**config.mk**
```make
export PLATFORM = sky130hd
export DESIGN_NAME = fetch_ctrl_flat
export DESIGN_NICKNAME = d
export VERILOG_FILES = /design/src/rtl/fetch_ctrl_if.sv /design/src/rtl/fetch_ctrl.sv /design/src/flat_wrapper.sv
export SDC_FILE = /design/constraint.sdc
export NUM_CORES = 1
export LEC_CHECK = 0
export ABC_CLOCK_PERIOD_IN_PS = 2000
export CAP_MARGIN = 0
export CORE_MARGIN = 2
export CORE_UTILIZATION = 36
export CTS_CLUSTER_SIZE = 30
export DETAILED_ROUTE_END_ITERATION = 16
export PLACE_DENSITY = 0.68
export REMOVE_ABC_BUFFERS = 1
export SLEW_MARGIN = 5
export SYNTH_ARGS = -nofsm -noshare
export SYNTH_HDL_FRONTEND = slang
export SYNTH_SLANG_ARGS = --single-unit
```
**constraint.sdc**
```tcl
create_clock -name clk -period 2 [get_ports clk]
set_input_delay 0.4 -clock clk [delete_from_list [all_inputs] [get_ports clk]]
set_output_delay 0.4 -clock clk [all_outputs]
set_load 0.02 [all_outputs]
```
**src/rtl/fetch_ctrl_if.sv**
```systemverilog
// Fetch sequencer bus: back-end control, I-cache request/response and fetch-buffer write port.
interface fetch_ctrl_if #(
   parameter int unsigned FB_DEPTH = 8
);
   localparam int unsigned FREE_W = $clog2(FB_DEPTH) + 1;

   logic              fetch_en;
   logic              redirect;
   logic [31:0]       redirect_pc;
   logic              ic_req;
   logic [31:0]       ic_addr;
   logic              ic_ready;
   logic              ic_rvalid;
   logic [63:0]       ic_rdata;
   logic [FREE_W-1:0] fb_free;
   logic [31:0]       fb_pc;
   logic [63:0]       fb_irin;
   logic              fb_if0;
   logic              fb_if1;
   logic              fb_flush;

   // Sequencer side
   modport master (
      input  fetch_en, redirect, redirect_pc, ic_ready, ic_rvalid, ic_rdata, fb_free,
      output ic_req, ic_addr, fb_pc, fb_irin, fb_if0, fb_if1, fb_flush
   );

   // Environment side (back-end, I-cache, fetch buffer)
   modport slave (
      output fetch_en, redirect, redirect_pc, ic_ready, ic_rvalid, ic_rdata, fb_free,
      input  ic_req, ic_addr, fb_pc, fb_irin, fb_if0, fb_if1, fb_flush
   );
endinterface

```
**src/rtl/fetch_ctrl.sv**
```systemverilog
// Fetch sequencer: owns the fetch PC, issues one aligned 64-bit I-cache request at a
// time, forwards returned pairs into the fetch buffer and handles back-end redirects.
module fetch_ctrl #(
   parameter logic [31:0] RESET_PC = 32'h1c000000,
   parameter int unsigned FB_DEPTH = 8
) (
   input  logic         clk,
   input  logic         rstn,
   fetch_ctrl_if.master bus
);

   localparam int unsigned FREE_W = $clog2(FB_DEPTH) + 1;

   typedef enum logic [1:0] {
      S_REQ  = 2'd0,
      S_WAIT = 2'd1,
      S_DROP = 2'd2
   } state_e;

   state_e      state_q, state_d;
   logic [31:0] pc_q, pc_d;
   logic [31:0] req_pc_q, req_pc_d;
   logic [31:0] fb_pc_q, fb_pc_d;
   logic [63:0] fb_irin_q, fb_irin_d;
   logic        fb_if0_q, fb_if0_d;
   logic        fb_if1_q, fb_if1_d;
   logic        fb_flush_q, fb_flush_d;
   logic        ic_req_c;
   logic [31:0] pair_pc_c;
   logic        space_ok_c;

   // Low address bits never matter: requests are 8-byte aligned and slot choice uses bit 2 only
   logic unused_bits;
   assign unused_bits = ^{bus.redirect_pc[1:0], pc_q[2:0], req_pc_q[1:0]};

   assign pair_pc_c  = {req_pc_q[31:3], 3'b000};
   assign space_ok_c = (bus.fb_free >= FREE_W'(2));

   // Next-state, request and fetch-buffer write decode; redirect overrides everything
   always_comb begin
      state_d    = state_q;
      pc_d       = pc_q;
      req_pc_d   = req_pc_q;
      fb_pc_d    = fb_pc_q;
      fb_irin_d  = fb_irin_q;
      fb_if0_d   = 1'b0;
      fb_if1_d   = 1'b0;
      fb_flush_d = 1'b0;
      ic_req_c   = 1'b0;

      case (state_q)
         S_REQ: begin
            // A write in flight hides one cycle of stale fb_free, so hold off while writing
            ic_req_c = bus.fetch_en & ~bus.redirect & space_ok_c & ~(fb_if0_q | fb_if1_q);
            if (ic_req_c && bus.ic_ready) begin
               req_pc_d = pc_q;
               state_d  = S_WAIT;
            end
         end
         S_WAIT: begin
            if (bus.redirect) begin
               state_d = bus.ic_rvalid ? S_REQ : S_DROP;
            end else if (bus.ic_rvalid) begin
               fb_irin_d = bus.ic_rdata;
               fb_pc_d   = pair_pc_c;
               fb_if1_d  = 1'b1;
               fb_if0_d  = ~req_pc_q[2];
               pc_d      = pair_pc_c + 32'd8;
               state_d   = S_REQ;
            end
         end
         S_DROP: begin
            // Stale response is swallowed; a redirect alone keeps us waiting for it
            if (bus.ic_rvalid) begin
               state_d = S_REQ;
            end
         end
         default: begin
            state_d = S_REQ;
         end
      endcase

      if (bus.redirect) begin
         pc_d       = {bus.redirect_pc[31:2], 2'b00};
         fb_flush_d = 1'b1;
      end
   end

   // State and output registers
   always_ff @(posedge clk or negedge rstn) begin
      if (!rstn) begin
         state_q    <= S_REQ;
         pc_q       <= RESET_PC;
         req_pc_q   <= RESET_PC;
         fb_pc_q    <= 32'd0;
         fb_irin_q  <= 64'd0;
         fb_if0_q   <= 1'b0;
         fb_if1_q   <= 1'b0;
         fb_flush_q <= 1'b0;
      end else begin
         state_q    <= state_d;
         pc_q       <= pc_d;
         req_pc_q   <= req_pc_d;
         fb_pc_q    <= fb_pc_d;
         fb_irin_q  <= fb_irin_d;
         fb_if0_q   <= fb_if0_d;
         fb_if1_q   <= fb_if1_d;
         fb_flush_q <= fb_flush_d;
      end
   end

   assign bus.ic_req   = ic_req_c;
   assign bus.ic_addr  = {pc_q[31:3], 3'b000};
   assign bus.fb_pc    = fb_pc_q;
   assign bus.fb_irin  = fb_irin_q;
   assign bus.fb_if0   = fb_if0_q;
   assign bus.fb_if1   = fb_if1_q;
   assign bus.fb_flush = fb_flush_q;

endmodule

```
**src/flat_wrapper.sv**
```systemverilog
// flat-port wrapper written by rule: the top's interface ports become plain ports
module fetch_ctrl_flat 
#(
   parameter logic [31:0] RESET_PC = 32'h1c000000,
   parameter int unsigned FB_DEPTH = 8
)
  (clk, rstn, bus_fetch_en, bus_redirect, bus_redirect_pc, bus_ic_ready, bus_ic_rvalid, bus_ic_rdata, bus_fb_free, bus_ic_req, bus_ic_addr, bus_fb_pc, bus_fb_irin, bus_fb_if0, bus_fb_if1, bus_fb_flush);
  fetch_ctrl_if #(.FB_DEPTH(FB_DEPTH)) bus_i ();
  input  logic clk;
  input  logic rstn;
  input wire logic [$bits(bus_i.fetch_en)-1:0] bus_fetch_en;
  input wire logic [$bits(bus_i.redirect)-1:0] bus_redirect;
  input wire logic [$bits(bus_i.redirect_pc)-1:0] bus_redirect_pc;
  input wire logic [$bits(bus_i.ic_ready)-1:0] bus_ic_ready;
  input wire logic [$bits(bus_i.ic_rvalid)-1:0] bus_ic_rvalid;
  input wire logic [$bits(bus_i.ic_rdata)-1:0] bus_ic_rdata;
  input wire logic [$bits(bus_i.fb_free)-1:0] bus_fb_free;
  output wire logic [$bits(bus_i.ic_req)-1:0] bus_ic_req;
  output wire logic [$bits(bus_i.ic_addr)-1:0] bus_ic_addr;
  output wire logic [$bits(bus_i.fb_pc)-1:0] bus_fb_pc;
  output wire logic [$bits(bus_i.fb_irin)-1:0] bus_fb_irin;
  output wire logic [$bits(bus_i.fb_if0)-1:0] bus_fb_if0;
  output wire logic [$bits(bus_i.fb_if1)-1:0] bus_fb_if1;
  output wire logic [$bits(bus_i.fb_flush)-1:0] bus_fb_flush;
  assign bus_i.fetch_en = bus_fetch_en;
  assign bus_i.redirect = bus_redirect;
  assign bus_i.redirect_pc = bus_redirect_pc;
  assign bus_i.ic_ready = bus_ic_ready;
  assign bus_i.ic_rvalid = bus_ic_rvalid;
  assign bus_i.ic_rdata = bus_ic_rdata;
  assign bus_i.fb_free = bus_fb_free;
  assign bus_ic_req = bus_i.ic_req;
  assign bus_ic_addr = bus_i.ic_addr;
  assign bus_fb_pc = bus_i.fb_pc;
  assign bus_fb_irin = bus_i.fb_irin;
  assign bus_fb_if0 = bus_i.fb_if0;
  assign bus_fb_if1 = bus_i.fb_if1;
  assign bus_fb_flush = bus_i.fb_flush;
  fetch_ctrl #(.RESET_PC(RESET_PC), .FB_DEPTH(FB_DEPTH)) u_core (.clk(clk), .rstn(rstn), .bus(bus_i));
endmodule
```
== Word level (Yosys, flattened, before mapping) ==
Index checks and enable logic that the tools add are counted.
Storage, ports and cells
  output and inout port bits: 132
  input port bits: 106
  bits in registers: 162
Cells by class
  multiplexer cells: 16
  eq/ne operators: 3
  bitwise operators: 7
  reductions and logical operators: 7
  add/subtract/negate cells: 1
  order comparisons: 1
Operators with widths (number)
  $mux W32: 3
  $add A32 B4 Y32 const B: 1
  $mux W1: 8
  $mux W2: 4
  $pmux W2 S3: 1
  $ge A4 B2 Y1 const B: 1
  $reduce_and A2 Y1: 2
  $reduce_bool A2 Y1: 2
  $and A1 B1 Y1: 3
  $not A1 Y1: 3
  $reduce_and A3 Y1: 1
  $eq A2 B1 Y1 const B: 1
  $eq A2 B2 Y1 const B: 1
  $logic_not A2 Y1: 1
  $ne A2 B1 Y1 const B: 1
  $logic_and A1 B1 Y1: 1
  $or A1 B1 Y1: 1

== Logic depth before layout (Yosys ltp) ==
Gate-level depths: netlist of the first run.
  word-level depth: 7
  gate-level depth with buffers: 9

== Least setup slack after synthesis of the first run ==
No wires, ideal clock.
  kind: input port to flip-flop
  from: input bus_redirect
  to: register u_core.req_pc_q[10]
  arrival time: 2089 ps
  stages: 6
  setup slack: -214 ps
  buffers on the path: 2
  library setup time: 125 ps
  cell sequence: buf_2 or4_4 nor4b_4 nand2_2 buf_6 mux2_4
On the way
  cells in the longest elaborated chain, start to end: 6
Ends and longest elaborated chain
  start: declaration: RTL line flat_wrapper.sv:12  | input wire logic [$bits(bus_i.redirect)-1:0] bus_redirect;
  $not A1 Y1 (no line)
  $and A1 B1 Y1 (3 in a row): RTL line fetch_ctrl.sv:54  | ic_req_c = bus.fetch_en & ~bus.redirect & space_ok_c & ~(fb_if0_q | fb_if1_q);
  $logic_and A1 B1 Y1: RTL line fetch_ctrl.sv:55  | if (ic_req_c && bus.ic_ready) begin
  $reduce_and A2 Y1 (no line)
  end signal: assignment: RTL line fetch_ctrl.sv:103  | req_pc_q <= req_pc_d;
  end: declaration: RTL line fetch_ctrl.sv:22  | logic [31:0] req_pc_q, req_pc_d;
Every way passes these cells.
A chain may end at the register's enable or synchronous reset.

== Worst setup path after layout of the first run ==
  from: register u_core.state_q[1]
  to: output bus_ic_req
On the way
  cells in the longest elaborated chain, start to end: 2
Ends and longest elaborated chain
  start: declaration: RTL line fetch_ctrl.sv:20  | state_e state_q, state_d;
  start signal: assignment: RTL line fetch_ctrl.sv:101  | state_q <= state_d;
  $logic_not A2 Y1: RTL line fetch_ctrl.sv:51  | case (state_q)
  $mux W1: RTL line fetch_ctrl.sv:51
  end: declaration: RTL line flat_wrapper.sv:18  | output wire logic [$bits(bus_i.ic_req)-1:0] bus_ic_req;
Every way passes these cells.

==> results.yml, run 1 <==
final_layout:
  diodes: 0
  filler_cell_count: 1760
  layout-drive-gt1-share_pct: 13.33
  final_util_pct: 53.65
  syn2layout_area_growth_pct: 47.42
  instances_no_fill: 1233
  nets: 1062
worst_setup_path:
  reg2reg_slack_ns: -0.02
  r2r_start: "u_core.state_q[1]$_DFFE_PN0P_"
  crit_fanout: 2
  setup.worst_path.class: "reg -> out"
  r2r_cells: 6
  endpoint_kind: "primary output"
  crit_path_start_kind: "flip-flop"
  reg2reg_to: "u_core.req_pc_q[13]$_DFFE_PN0P_"
  cp.arrival_ns: 1.76
  worstPathRequired_ns: 1.60
sta:
  finalHoldViolCount: 0
  slew_viol_final: 0
  max_freq_mhz: 463.0
  min_period_ns: 2.160
  fin_skew_ns: 0.006980
  setup-violations-final: 21
  tightest_slew_ns: 0.6357
  slew_headroom_pct: 57.62
  fin_tns_setup_ns: -0.3516
  fin_crit_sh_pct: 108.0
  rsz0062_at_grt: "true"
  finalWorstSetupSlack_ns: -0.1598
synth:
  synth_cell_types: 40
  synth.most_common_cell: "nand2_1"
  synthTopCellsByArea: "dfrtp_1 54%, nand2_1 17%, mux2_4 6.2%, buf_4 3.7%, dfstp_2 2.2%"
  synth_top_family_by_area: "simple AND/OR/NAND/NOR gates"
  ys_warn_count: 0
  synth-xor-area-share_pct: 3.236
  synth_common_cells: "325 x nand2_1, 152 x dfrtp_1, 35 x buf_4"
  async_flop_share_pct: 100.0
  synth_compound_area_share_pct: 4.321
  synth_edf_count: 0
  synth_area_leader_cell: "dfrtp_1"
  syn_inst: 729
  syn_area_um2: 7037
  syn_area_per_cell_um2: 9.653
  synth_simple_gate_area_share_pct: 22.90
  synth_mux_area_share_pct: 6.490
  synth_top_area_share_pct: 54.05
  synth-seq-area-share_pct: 56.29
  synthAdderAreaFrac_pct: 0.1778
  ys_ff_latch: 158
  ys.flop_type: "dfrtp_1"
placed_design:
  hpwl_mm: 13.34
  place.gp.congestion: 0.7508
  dp.cells: 1196
  portBuffers: 228
cts:
  path_clk_slew_ns: 0.06
  htree_levels: 4
  numCtsBuffers: 17
  clock_latency_ns: 0.42
  cts.path.max_buffers: 2
  root_buffer: "clkbuf_16"
  numClockSinks: 158
  cts_tree: "done"
pwr:
  power-per-cell-area_nw_per_um2: 1148
  vdd_drop_max_uv: 554.6
  p_leak_nw: 4.886
routing:
  drtIter0Drc: 156
  dr.pass1.iters: 4
  ant_nets: 0
  route.detailed.drc: 0
  avgViaCountPerCell: 4.598
  route.vias.total: 5669
  wl_per_cell_um: 15.42
  wl_mm: 19.01
global_routing:
  grt_first_pass_wirelength_mm: 29.47
  antenna_found_initial: 0
  grt_pass1_vias: 5620
  grtUsageTotal_pct: 18.34
  overflow: 0
  grt_max_degree: 68
floorplanning:
  die_h_um: 143.8
  io_pins: 238
  rows: 51
  start_util_pct: 36.39
  die_area_um2: 20680
  die-width_um: 143.8
  core_area_um2: 19330
run_status:
  failed_checks: "setup timing"
  outcome: "finished, violations left"
worst_hold_path:
  hold_class: "reg -> reg"
  min_from: "u_core.req_pc_q[2]$_DFFE_PN0P_"
  min_path_cells: 1
  min_to: "u_core.bus.fb_if0$_DFF_PN0_"
flow_run:
  drv_cap: 0
-- logic make-up after synthesis --
kind of cell | after synthesis
xor+xnor | 26
other cells | 1
mux | 31
compound gates | 45
flops | 158
buf+inv | 79
simple gates | 388
fa+ha+maj | 1
-- per-layer routing --
layer,vias to the layer above,global-route usage [%],wire (um)
met1,2676,22.93,8138
met5,-,0,0
met2,204,30.73,9067
li1,2770,-,-
met3,19,6.065,1576
met4,0,4.489,229
-- layout make-up --
cell class,count,area (um2),area share [%]
inverter,6,23.77,0.2292
timing repair buffer,275,2765,26.66
clock inverter,14,170.2,1.640
sequential,158,3961,38.19
multi-input combinational,497,2693,25.96
tap,265,331.6,3.196
clock buffer,18,429.2,4.137
-- critical path, cell delays in order (launching register included) --
cell and delay, ns:
dfrtp_1 0.38, or4_4 0.55, nor4b_4 0.24, buf_4 0.18
-- where the power goes --
group / switching [mW] / total [mW] / internal (mW)
Clock: 1.42 / 3.31 / 1.89
Sequential: 0.597 / 4.65 / 4.05
Combinational: 1.92 / 3.95 / 2.03
-- worst max path at each step --
stage / endpoint / startpoint / slack (ns) / cells after the start
floorplan: u_core.pc_q[23]$_DFFE_PN0P_ / u_core.state_q[0]$_DFFE_PN0P_ / -2.67 / 5
global placement: bus_ic_req / bus_redirect / -0.34 / 4
detailed placement: bus_ic_req / bus_redirect / -0.35 / 4
CTS: bus_ic_req / u_core.state_q[1]$_DFFE_PN0P_ / -0.18 / 3
global route: bus_ic_req / u_core.state_q[1]$_DFFE_PN0P_ / -0.24 / 3
finish: bus_ic_req / u_core.state_q[1]$_DFFE_PN0P_ / -0.16 / 3
-- sequential cells by signal, indices dropped and copies added (netlist names) --
| register | count |
|---|---|
| u_core.bus.fb_pc | 29 |
| u_core.req_pc_q | 30 |
| u_core.state_q | 2 |
| u_core.pc_q | 30 |
| u_core.bus.fb_irin | 64 |
| u_core.bus.fb_flush | 1 |
| u_core.bus.fb_if1 | 1 |
| u_core.bus.fb_if0 | 1 |
-- cells in the final DEF (no fill, tap or decap), types with 3 or more instances in the layout --
master,synthesis,routed
dfrtp_1,152,152
o221ai_1,16,16
conb_1,1,6
buf_4,35,37
inv_8,0,3
buf_12,0,8
nor3_1,10,8
nor2_1,16,16
clkinv_4,0,3
mux2_4,29,30
o31ai_1,3,3
clkbuf_16,0,18
clkdlybuf4s50_1,0,222
xor2_1,11,11
inv_6,0,4
nor3b_1,4,4
dlygate4sd2_1,0,3
a21oi_1,8,8
xnor2_1,15,15
dfstp_2,6,6
o21ai_1,15,15
nand2_1,325,325
nand3_1,8,8
inv_1,5,5
nand4_1,8,8
-- repair_timing --
action	4_1_cts	5_1_grt
hold buffers	1	0
hold endpoints to repair	35	0
gates cloned	1	1
gates resized for setup	12	5
pin swaps	1	4
buffers inserted	1	2
setup endpoints to repair	31	38
-- metrics by stage --
| stage | instance area [um2] | power (mW) | setup slack (ns) | hold WS, ns |
|---|---|---|---|---|
| after floorplan | 6619 | 6.503 | -2.673 | 0.1044 |
| after global placement | 9653 | 8.575 | -0.3379 | 0.3520 |
| after detailed placement | 9653 | 8.656 | -0.3547 | 0.3530 |
| after CTS | 10300 | 12.03 | -0.1828 | 0.4418 |
| after global routing | 10370 | 12.59 | -0.2405 | 0.4643 |
| final | 10370 | 11.91 | -0.1598 | 0.4411 |
Power figures use the tool's default switching activity.
==> inputs of run 2 (changes only) <==
--- a/config.mk
+++ b/config.mk
@@ -7,10 +7,12 @@
 export LEC_CHECK = 0
 export ABC_CLOCK_PERIOD_IN_PS = 2000
 export CAP_MARGIN = 0
+export CORE_ASPECT_RATIO = 1.5
 export CORE_MARGIN = 2
 export CORE_UTILIZATION = 36
 export CTS_CLUSTER_SIZE = 30
 export DETAILED_ROUTE_END_ITERATION = 16
+export GPL_TIMING_DRIVEN = 0
 export PLACE_DENSITY = 0.68
 export REMOVE_ABC_BUFFERS = 1
 export SLEW_MARGIN = 5
==> run 2 against run 1 <==
Net effect:
- the run still ends with setup timing left
- clock skew hardly changed
- sequential share of layout area hardly changed
- fmax is 2.6% lower
- clock power is 2% lower
- largest cell class unchanged
- combinational power is 3% lower
- global-route usage is 1.3 points higher
- sequential cell count stayed put
==> results.yml, run 2 (synthesis results as in run 1) <==
final_layout:
  nets: 1047
  largest_register_ffs: 64
  diodes: 0
  filler_cell_count: 1732
  final_cell_area_um2: 10410
  layout-drive-gt1-share_pct: 13.54
  final_common_cell: "nand2_1"
  syn2layout_area_growth_pct: 47.92
  layout_common_cells: "324 x nand2_1, 222 x clkdlybuf4s50_1, 145 x dfrtp_1, 30 x mux2_4, 18 x buf_4"
worst_setup_path:
  max_stage_delay_ns: 0.53
  setup.worst_path.class: "in -> out"
  worstPathRequired_ns: 1.60
  crit_fanout: 25
  cp.arrival_ns: 1.82
  critical-path-slowest-cell: "or4_4"
  crit_buf_inv: 3
  worstPathCellList: "buf_4, buf_12, or4_4, nor4b_4, buf_4"
  crit_top_cell: "buf_4"
  endpoint_kind: "primary output"
  crit_path_start_kind: "input port"
  critPathTopFamily: "simple AND/OR/NAND/NOR gates"
floorplanning:
  die_h_um: 175.2
  core_area_um2: 19160
  die-width_um: 118.2
  die_area_um2: 20700
  rows: 62
  io_pins: 238
  start_util_pct: 36.72
sta:
  min_period_ns: 2.218
  tightest_slew_ns: 0.7811
  setup-violations-final: 31
  fin_skew_ns: 0.007328
  rsz0062_at_grt: "true"
  slew_viol_final: 0
  slew_headroom_pct: 47.76
  finalWorstSetupSlack_ns: -0.2180
  max_freq_mhz: 450.9
  fin_crit_sh_pct: 110.9
  finalHoldViolCount: 0
flow_run:
  drv_cap: 0
global_routing:
  grtUsageTotal_pct: 19.68
  grt_pass1_vias: 5685
  overflow: 0
  antenna_found_initial: 0
  grt_first_pass_wirelength_mm: 31.60
  grt_max_degree: 100
pwr:
  power_mw: 11.83
  pwr-share-comb_pct: 32.5
  p_seq_share_pct: 39.9
  power-per-cell-area_nw_per_um2: 1137
  clkPwrFrac_pct: 27.5
  p_int_mw: 7.957
  vdd_drop_max_uv: 589.8
  swShare_pct: 32.74
  p_switching_mw: 3.873
  p_leak_nw: 4.853
routing:
  drtIter0Drc: 315
  wl_mm: 20.33
  wl_per_cell_um: 16.82
  dr.pass1.iters: 7
  ant_nets: 0
  route.detailed.drc: 0
  route.vias.total: 5703
  avgViaCountPerCell: 4.717
placed_design:
  place_area_um2: 9334
  place.gp.congestion: 0.7694
  hpwl_mm: 12.15
  portBuffers: 228
cts:
  cts_tree: "done"
  numClockSinks: 158
  path_clk_slew_ns: 0.06
  numCtsBuffers: 17
  root_buffer: "clkbuf_16"
  clock_latency_ns: 0.41
  cts.path.max_buffers: 2
  htree_levels: 4
run_status:
  failed_checks: "setup timing"
  outcome: "finished, violations left"
worst_hold_path:
  hold_class: "in -> reg"
run 2: cell type report:
type	instances	area [um2]	share of cell area, %
Timing Repair Buffer	255	2664	25.59
Sequential cell	158	3970	38.14
Inverter	6	38.79	0.3726
Tap cell	256	320.3	3.077
Clock buffer	20	456.7	4.388
Clock inverter	12	135.1	1.298
Multi-Input combinational cell	502	2824	27.13
run 2: metrics by stage:
stage | utilization (%) | hold slack (ns) | instances | worst slack, ns | setup TNS, ns
after floorplan | - | 0.1044 | 661 | -2.673 | -270.19
after global placement | 48.13 | 0.4233 | 1145 | -7.959 | -1907.61
after detailed placement | 48.71 | 0.3694 | 1149 | -1.383 | -157.64
after CTS | 53.54 | 0.3679 | 1197 | -0.2234 | -1.481
after global routing | 54.32 | 0.3986 | 1209 | -0.3137 | -6.292
final | 54.32 | 0.3786 | 1209 | -0.2180 | -3.461
run 2: path summary, 6_finish.rpt:
check / start / endpoint / slack, ns / cells after the start
worst max-delay path: bus_redirect / bus_ic_req / -0.22 / 5
worst min-delay path: bus_redirect / u_core.pc_q[3]$_DFFE_PN0P_ / 0.38 / 2
worst max register to register: u_core.bus.fb_if0$_DFF_PN0_ / u_core.req_pc_q[15]$_DFFE_PN0P_ / -0.13 / 6
worst min register to register: u_core.req_pc_q[2]$_DFFE_PN0P_ / u_core.bus.fb_if0$_DFF_PN0_ / 0.43 / 1
max in group asynchronous: rstn / u_core.req_pc_q[7]$_DFFE_PN0P_ / 0.62 / 3
min in group asynchronous: rstn / u_core.pc_q[14]$_DFFE_PN0P_ / 0.50 / 2
run 2: power groups by stage:
stage | logic (mW) | clock network (mW) | registers, mW
floorplan | 1.03 | 0 | 5.47
global placement | 3.70 | 0 | 4.73
detailed placement | 3.75 | 0 | 4.76
CTS | 3.85 | 3.35 | 4.71
global route | 4.12 | 3.47 | 4.85
finish | 3.85 | 3.25 | 4.73
run 2: timing repair:
action / 4_1_cts / 5_1_grt
endpoints found under the setup margin: 154 / 97
hold buffers: 1 / 0
gates cloned: 8 / 0
pin swaps: 6 / 10
setup buffers: 7 / 13
endpoints found under the hold margin: 59 / 0
gates resized for setup: 31 / 14
run 2: routing by layer:
metal	wire length, um	track usage [%]
met5	0	0
met4	495	7.681
met3	1062	5.189
met2	10460	34.42
met1	8310	22.89
